**config.mk**
```make
export PLATFORM = sky130hd
export DESIGN_NAME = mul16_seq_flat
export DESIGN_NICKNAME = d
export VERILOG_FILES = /design/src/rtl/mul16_seq_if.sv /design/src/rtl/mul16_seq.sv /design/src/flat_wrapper.sv
export SDC_FILE = /design/constraint.sdc
export NUM_CORES = 1
export LEC_CHECK = 0
export CORE_MARGIN = 2
export CORE_UTILIZATION = 60
export DETAILED_ROUTE_END_ITERATION = 12
export DONT_BUFFER_PORTS = 1
export MAX_ROUTING_LAYER = met4
export PLACE_DENSITY_LB_ADDON = 0.15
export SYNTH_ARGS = -nofsm -noshare
export SYNTH_HDL_FRONTEND = slang
export SYNTH_SLANG_ARGS = --single-unit
```
**constraint.sdc**
```tcl
create_clock -name clk -period 2.9 [get_ports clk]
set_clock_uncertainty 0.05 [all_clocks]
set_input_delay 0 -clock clk [delete_from_list [all_inputs] [get_ports clk]]
set_output_delay 0 -clock clk [all_outputs]
set_load 0.1 [all_outputs]
```
**src/rtl/mul16_seq_if.sv**
```systemverilog
// mul16_seq_if: bus between the sequential multiplier and its environment.
//   start/a/b      : multiply request and operands
//   busy/done/p    : status and 32-bit product
//   add_a/add_b    : operands presented to the external ripple-carry adder
//   add_s/add_co   : combinational sum and carry-out returned by that adder
// master: environment side (requester plus external adder)
// slave : the multiplier
interface mul16_seq_if #(
  parameter int unsigned WIDTH = 16
);
  logic               start;
  logic [WIDTH-1:0]   a;
  logic [WIDTH-1:0]   b;
  logic               busy;
  logic               done;
  logic [2*WIDTH-1:0] p;
  logic [WIDTH-1:0]   add_a;
  logic [WIDTH-1:0]   add_b;
  logic [WIDTH-1:0]   add_s;
  logic               add_co;

  modport master (
    output start, a, b, add_s, add_co,
    input  busy, done, p, add_a, add_b
  );

  modport slave (
    input  start, a, b, add_s, add_co,
    output busy, done, p, add_a, add_b
  );
endinterface

```
**src/rtl/mul16_seq.sv**
```systemverilog
// mul16_seq: sequential 16x16 unsigned shift-and-add multiplier.
// Uses an external 16-bit adder through the add_* signals of the bus.
//   clk : rising-edge clock
//   rst : synchronous reset, active-high
//   bus : mul16_seq_if.slave
//         in : start, a, b, add_s, add_co
//         out: busy, done, p, add_a, add_b
// A start accepted in IDLE yields 16 RUN cycles, one DONE cycle with
// done=1, then IDLE. p holds the last product until the next completion.
module mul16_seq #(
  parameter int unsigned WIDTH = 16,
  parameter int unsigned CNT_W = 4
) (
  input  logic        clk,
  input  logic        rst,
  mul16_seq_if.slave  bus
);

  typedef enum logic [1:0] {
    S_IDLE,
    S_RUN,
    S_DONE
  } state_t;

  localparam logic [CNT_W-1:0] LAST_CNT = CNT_W'(WIDTH - 1);

  state_t               r_state;
  logic                 r_busy;
  logic                 r_done;
  logic [2*WIDTH-1:0]   r_p;
  logic [WIDTH-1:0]     r_mcand;
  logic [WIDTH-1:0]     r_hi;
  logic [WIDTH-1:0]     r_lo;
  logic [CNT_W-1:0]     r_cnt;

  logic [WIDTH-1:0]     w_add_b;

  // Operand B is gated by the current multiplier LSB; with it zero the adder
  // returns hi unchanged with no carry, so RUN uses one update rule.
  always_comb begin
    w_add_b = '0;
    if (r_lo[0]) begin
      w_add_b = r_mcand;
    end
  end

  assign bus.add_a = r_hi;
  assign bus.add_b = w_add_b;
  assign bus.busy  = r_busy;
  assign bus.done  = r_done;
  assign bus.p     = r_p;

  always_ff @(posedge clk) begin
    if (rst) begin
      r_state <= S_IDLE;
      r_busy  <= 1'b0;
      r_done  <= 1'b0;
      r_p     <= '0;
      r_mcand <= '0;
      r_hi    <= '0;
      r_lo    <= '0;
      r_cnt   <= '0;
    end else begin
      case (r_state)
        S_IDLE: begin
          r_done <= 1'b0;
          if (bus.start) begin
            r_mcand <= bus.a;
            r_lo    <= bus.b;
            r_hi    <= '0;
            r_cnt   <= '0;
            r_busy  <= 1'b1;
            r_state <= S_RUN;
          end
        end
        S_RUN: begin
          // Shift {carry, sum, lo} right by one; the carry lands in hi MSB.
          r_hi  <= {bus.add_co, bus.add_s[WIDTH-1:1]};
          r_lo  <= {bus.add_s[0], r_lo[WIDTH-1:1]};
          r_cnt <= r_cnt + CNT_W'(1);
          if (r_cnt == LAST_CNT) begin
            r_p     <= {bus.add_co, bus.add_s, r_lo[WIDTH-1:1]};
            r_done  <= 1'b1;
            r_state <= S_DONE;
          end
        end
        S_DONE: begin
          r_done  <= 1'b0;
          r_busy  <= 1'b0;
          r_state <= S_IDLE;
        end
        default: begin
          r_done  <= 1'b0;
          r_busy  <= 1'b0;
          r_state <= S_IDLE;
        end
      endcase
    end
  end

endmodule

```
**src/flat_wrapper.sv**
```systemverilog
// flat-port wrapper written by rule: the top's interface ports become plain ports
module mul16_seq_flat 
#(
  parameter int unsigned WIDTH = 16,
  parameter int unsigned CNT_W = 4
)
  (clk, rst, bus_start, bus_a, bus_b, bus_add_s, bus_add_co, bus_busy, bus_done, bus_p, bus_add_a, bus_add_b);
  mul16_seq_if #(.WIDTH(WIDTH)) bus_i ();
  input  logic clk;
  input  logic rst;
  input wire logic [$bits(bus_i.start)-1:0] bus_start;
  input wire logic [$bits(bus_i.a)-1:0] bus_a;
  input wire logic [$bits(bus_i.b)-1:0] bus_b;
  input wire logic [$bits(bus_i.add_s)-1:0] bus_add_s;
  input wire logic [$bits(bus_i.add_co)-1:0] bus_add_co;
  output wire logic [$bits(bus_i.busy)-1:0] bus_busy;
  output wire logic [$bits(bus_i.done)-1:0] bus_done;
  output wire logic [$bits(bus_i.p)-1:0] bus_p;
  output wire logic [$bits(bus_i.add_a)-1:0] bus_add_a;
  output wire logic [$bits(bus_i.add_b)-1:0] bus_add_b;
  assign bus_i.start = bus_start;
  assign bus_i.a = bus_a;
  assign bus_i.b = bus_b;
  assign bus_i.add_s = bus_add_s;
  assign bus_i.add_co = bus_add_co;
  assign bus_busy = bus_i.busy;
  assign bus_done = bus_i.done;
  assign bus_p = bus_i.p;
  assign bus_add_a = bus_i.add_a;
  assign bus_add_b = bus_i.add_b;
  mul16_seq #(.WIDTH(WIDTH), .CNT_W(CNT_W)) u_core (.clk(clk), .rst(rst), .bus(bus_i));
endmodule
```
==> flow_summary.toml <==
[power_and_ir_drop]
comb_power_share_pct = 18.2
clockPowerShare_pct = 31.4
p_seq_share_pct = 50.4
leakagePower_nw = 1.90
sw_frac_of_total_pct = 30.3
total_power_mw = 2.60
power_density_nw_per_um2 = 569
cell_internal_pwr_mw = 1.81
p_sw_mw = 0.787
ir_drop_v = 0.000354

[detailed_routing]
wl_per_cell_um = 17.8
detail-route-antenna-nets = 0
routed_wl_mm = 9.37
drt-initial-drc-count = 239
dr.pass1.iters = 5
via_count = 3209
via_per_inst = 6.08
drc_errors = 0

[yosys]
ys_seq_area_share_pct = 50.5
synth_mux_area_share_pct = 0.610
ys_ff_latch = 88
synth_adder_area_share_pct = 0.359
netlist_area_um2 = 3490
syn_area_per_cell_um2 = 9.61
synth-edff-count = 0
synth_top_family_by_area = "compound AO/OA/AOI/OAI gates"
synth_xor_area_share_pct = 0
yosysWarnings = 0
postSynth.asyncResetShare_pct = 0
synth-simple-area-share_pct = 14.0
postSynth.topFlopCell = "dfxtp_1"
synth_nets = 416
postSynthCellCount = 363
synth_cell_types = 41
synth_compound_area_share_pct = 27.2

[worst_setup_path]
crit_fanout = 20
regToRegStartpoint = "u_core.r_state[1]"
r2r_end = "u_core.r_lo[15]"
worstSetupEndpoint = "u_core.r_lo[15]"
endpoint_kind = "flip-flop"
r2r_cells = 4
crit_start = "u_core.r_state[1]"
crit_arrival_ns = 2.61
crit_type = "flip-flop to flip-flop"
startpoint_type = "flip-flop"
regToRegSetupSlack_ns = 0.48
required_ns = 3.09

[cells_and_area]
nNetsFinal = 504
nFillCells = 356
utilization_pct = 81.9
layout-drive-gt1-share_pct = 19.1
syn_to_final_growth_pct = 30.9
insertedDiodeCount = 0

[timing]
finalHoldViolCount = 0
fin_crit_sh_pct = 83.5
fin_tns_setup_ns = 0
period_minus_slack_ns = 2.42
slew_headroom_pct = 35.0
clock.fmax_mhz = 413
rsz0062_at_grt = "no"
slew_viol_final = 0
layout_setup_ws_ns = 0.480
finalSetupViolCount = 0
tightest_slew_ns = 0.982

[placed_design]
gp_congestion = 0.834
post-dp-hpwl_mm = 5.41
post-place-ws_ns = 0.864
io_buffer_count = 0

[run]
cap_violations = 0

[die]
die_width_um = 80.3
rows = 27
core_area_um2 = 5570
design.portCount = 118
die_h_um = 80.3
die-area_um2 = 6440
initial_core_util_pct = 62.6

[clock_network]
cts.clk_slew.worst_paths_ns = 0.09
cts_resized = 0
cts_buffers = 9
cts.htree.levels = 3
clk_latency_ns = 0.35
cts_root_buffer = "clkbuf_8"
cts_tree = "yes"
clockBufferDepth = 2
cts.sinks = 88

[global_route]
grt_first_pass_wirelength_mm = 14.7
grt-ovfl-total = 0
grt_max_degree = 55
gr-usage-all-layers_pct = 30.3
grt_pass1_vias = 2969
antenna_found_initial = 0

[outcome]
status = "finished, final reports clean"

[hold_path]
min_path_type = "input port to flip-flop"
[per-layer routing]
| layer | part of all wire [%] | vias up | wire, um | GRT usage [%] |
|---|---|---|---|---|
| li1 | - | 1503 | - | - |
| met1 | 42 | 1540 | 3920 | 36.8 |
| met2 | 49 | 147 | 4590 | 48.8 |
| met3 | 7.0 | 19 | 659 | 6.18 |
| met4 | 2.2 | 0 | 202 | 13.7 |
| met5 | 0 | - | 0 | - |
[power groups by stage]
stage	clock, mW	combinational (mW)	sequential (mW)
4_1_cts	0.815	0.463	1.31
2_1_floorplan	0	0.245	1.43
3_5_place_dp	0	0.380	1.34
5_1_grt	0.870	0.503	1.32
6_report	0.815	0.473	1.31
3_3_place_gp	0	0.374	1.33
[what timing repair did]
| action | in CTS | in global routing |
|---|---|---|
| buffers inserted | 0 | 0 |
| hold buffers | 56 | 0 |
| hold endpoints to repair | 87 | 0 |
[layout make-up]
class	instances	area (um^2)	area share, %
tap	72	90.1	1.97
timing repair buffer	111	983	21.5
inverter	19	71.3	1.56
sequential	88	1760	38.6
clock inverter	6	60.1	1.32
multi-input combinational	222	1470	32.2
clock buffer	10	128	2.80
[layout by cell type, fill, tap and decap left out, drive strengths merged, types with 2 or more instances in the layout]
cell type	n
dfxtp	88
buf	56
dlygate4sd3	55
nand2	35
a21oi	34
inv	19
a22o	17
and2	16
o22a	16
o21ai	16
nor4b	15
a31o	15
o22ai	14
a221oi	14
clkbuf	10
nor2	6
clkinv	3
nand2b	3
a31oi	2
nand3b	2
o221a	2
clkinvlp	2
[synthesized netlist by cell type, drive strengths merged (2+ instances only)]
cell type | n | area, um^2
dfxtp | 88 | 1760
nand2 | 35 | 131
a21oi | 34 | 170
buf | 21 | 135
inv | 19 | 71.3
a22o | 17 | 149
and2 | 16 | 100
o21ai | 16 | 80.1
o22a | 16 | 140
a31o | 15 | 131
nor4b | 15 | 131
a221oi | 14 | 123
o22ai | 14 | 87.6
clkbuf | 13 | 48.8
nor2 | 6 | 27.5
nand2b | 3 | 26.3
a31oi | 2 | 12.5
nand3b | 2 | 15.0
o221a | 2 | 22.5
[through the flow]
stage / area, um^2 / hold slack [ns] / instances
after floorplan: 3490 / 0.0827 / 363
after global placement: 3810 / 0.0262 / 456
after detailed placement: 3810 / 0.0287 / 456
after CTS: 4570 / 0.0124 / 528
after global routing: 4570 / 0.0280 / 528
final: 4570 / 0.0153 / 528
[how the worst min path moves through the flow]
stage,slack (ns),depth (start not counted),start,to
after floorplan,0.08,1,bus_add_s[11],u_core.bus.add_a[10]
after global placement,0.03,1,rst,u_core.r_mcand[15]
after detailed placement,0.03,1,rst,u_core.r_mcand[15]
after CTS,0.01,2,rst,u_core.bus.add_a[11]
after global routing,0.03,2,rst,u_core.bus.add_a[12]
final,0.02,3,bus_start,u_core.r_mcand[15]
[logic make-up (layout without fill, tap and decap cells)]
logic type,after synthesis,in the layout
AOI/OAI and AO/OA,134,134
DFF,88,88
buffers and inverters,53,146
and+or+nand+nor,85,85
muxes,2,2
adders and majority gates,1,1
[state kept, by name, summed over array words and instances (netlist names)]
signal and count:
u_core.bus.add_a 16, u_core.bus.busy 1, u_core.bus.done 1, u_core.bus.p 32
u_core.r_cnt 4, u_core.r_lo 16, u_core.r_mcand 16, u_core.r_state 2
[critical path, cell delays in order, from the launching register on]
cell           delay [ns]
dfxtp_1              0.40
buf_4                0.23
or3b_1               0.69
o221a_2              0.39
dlygate4sd3_1        0.55
Power figures use the tool's default switching activity.
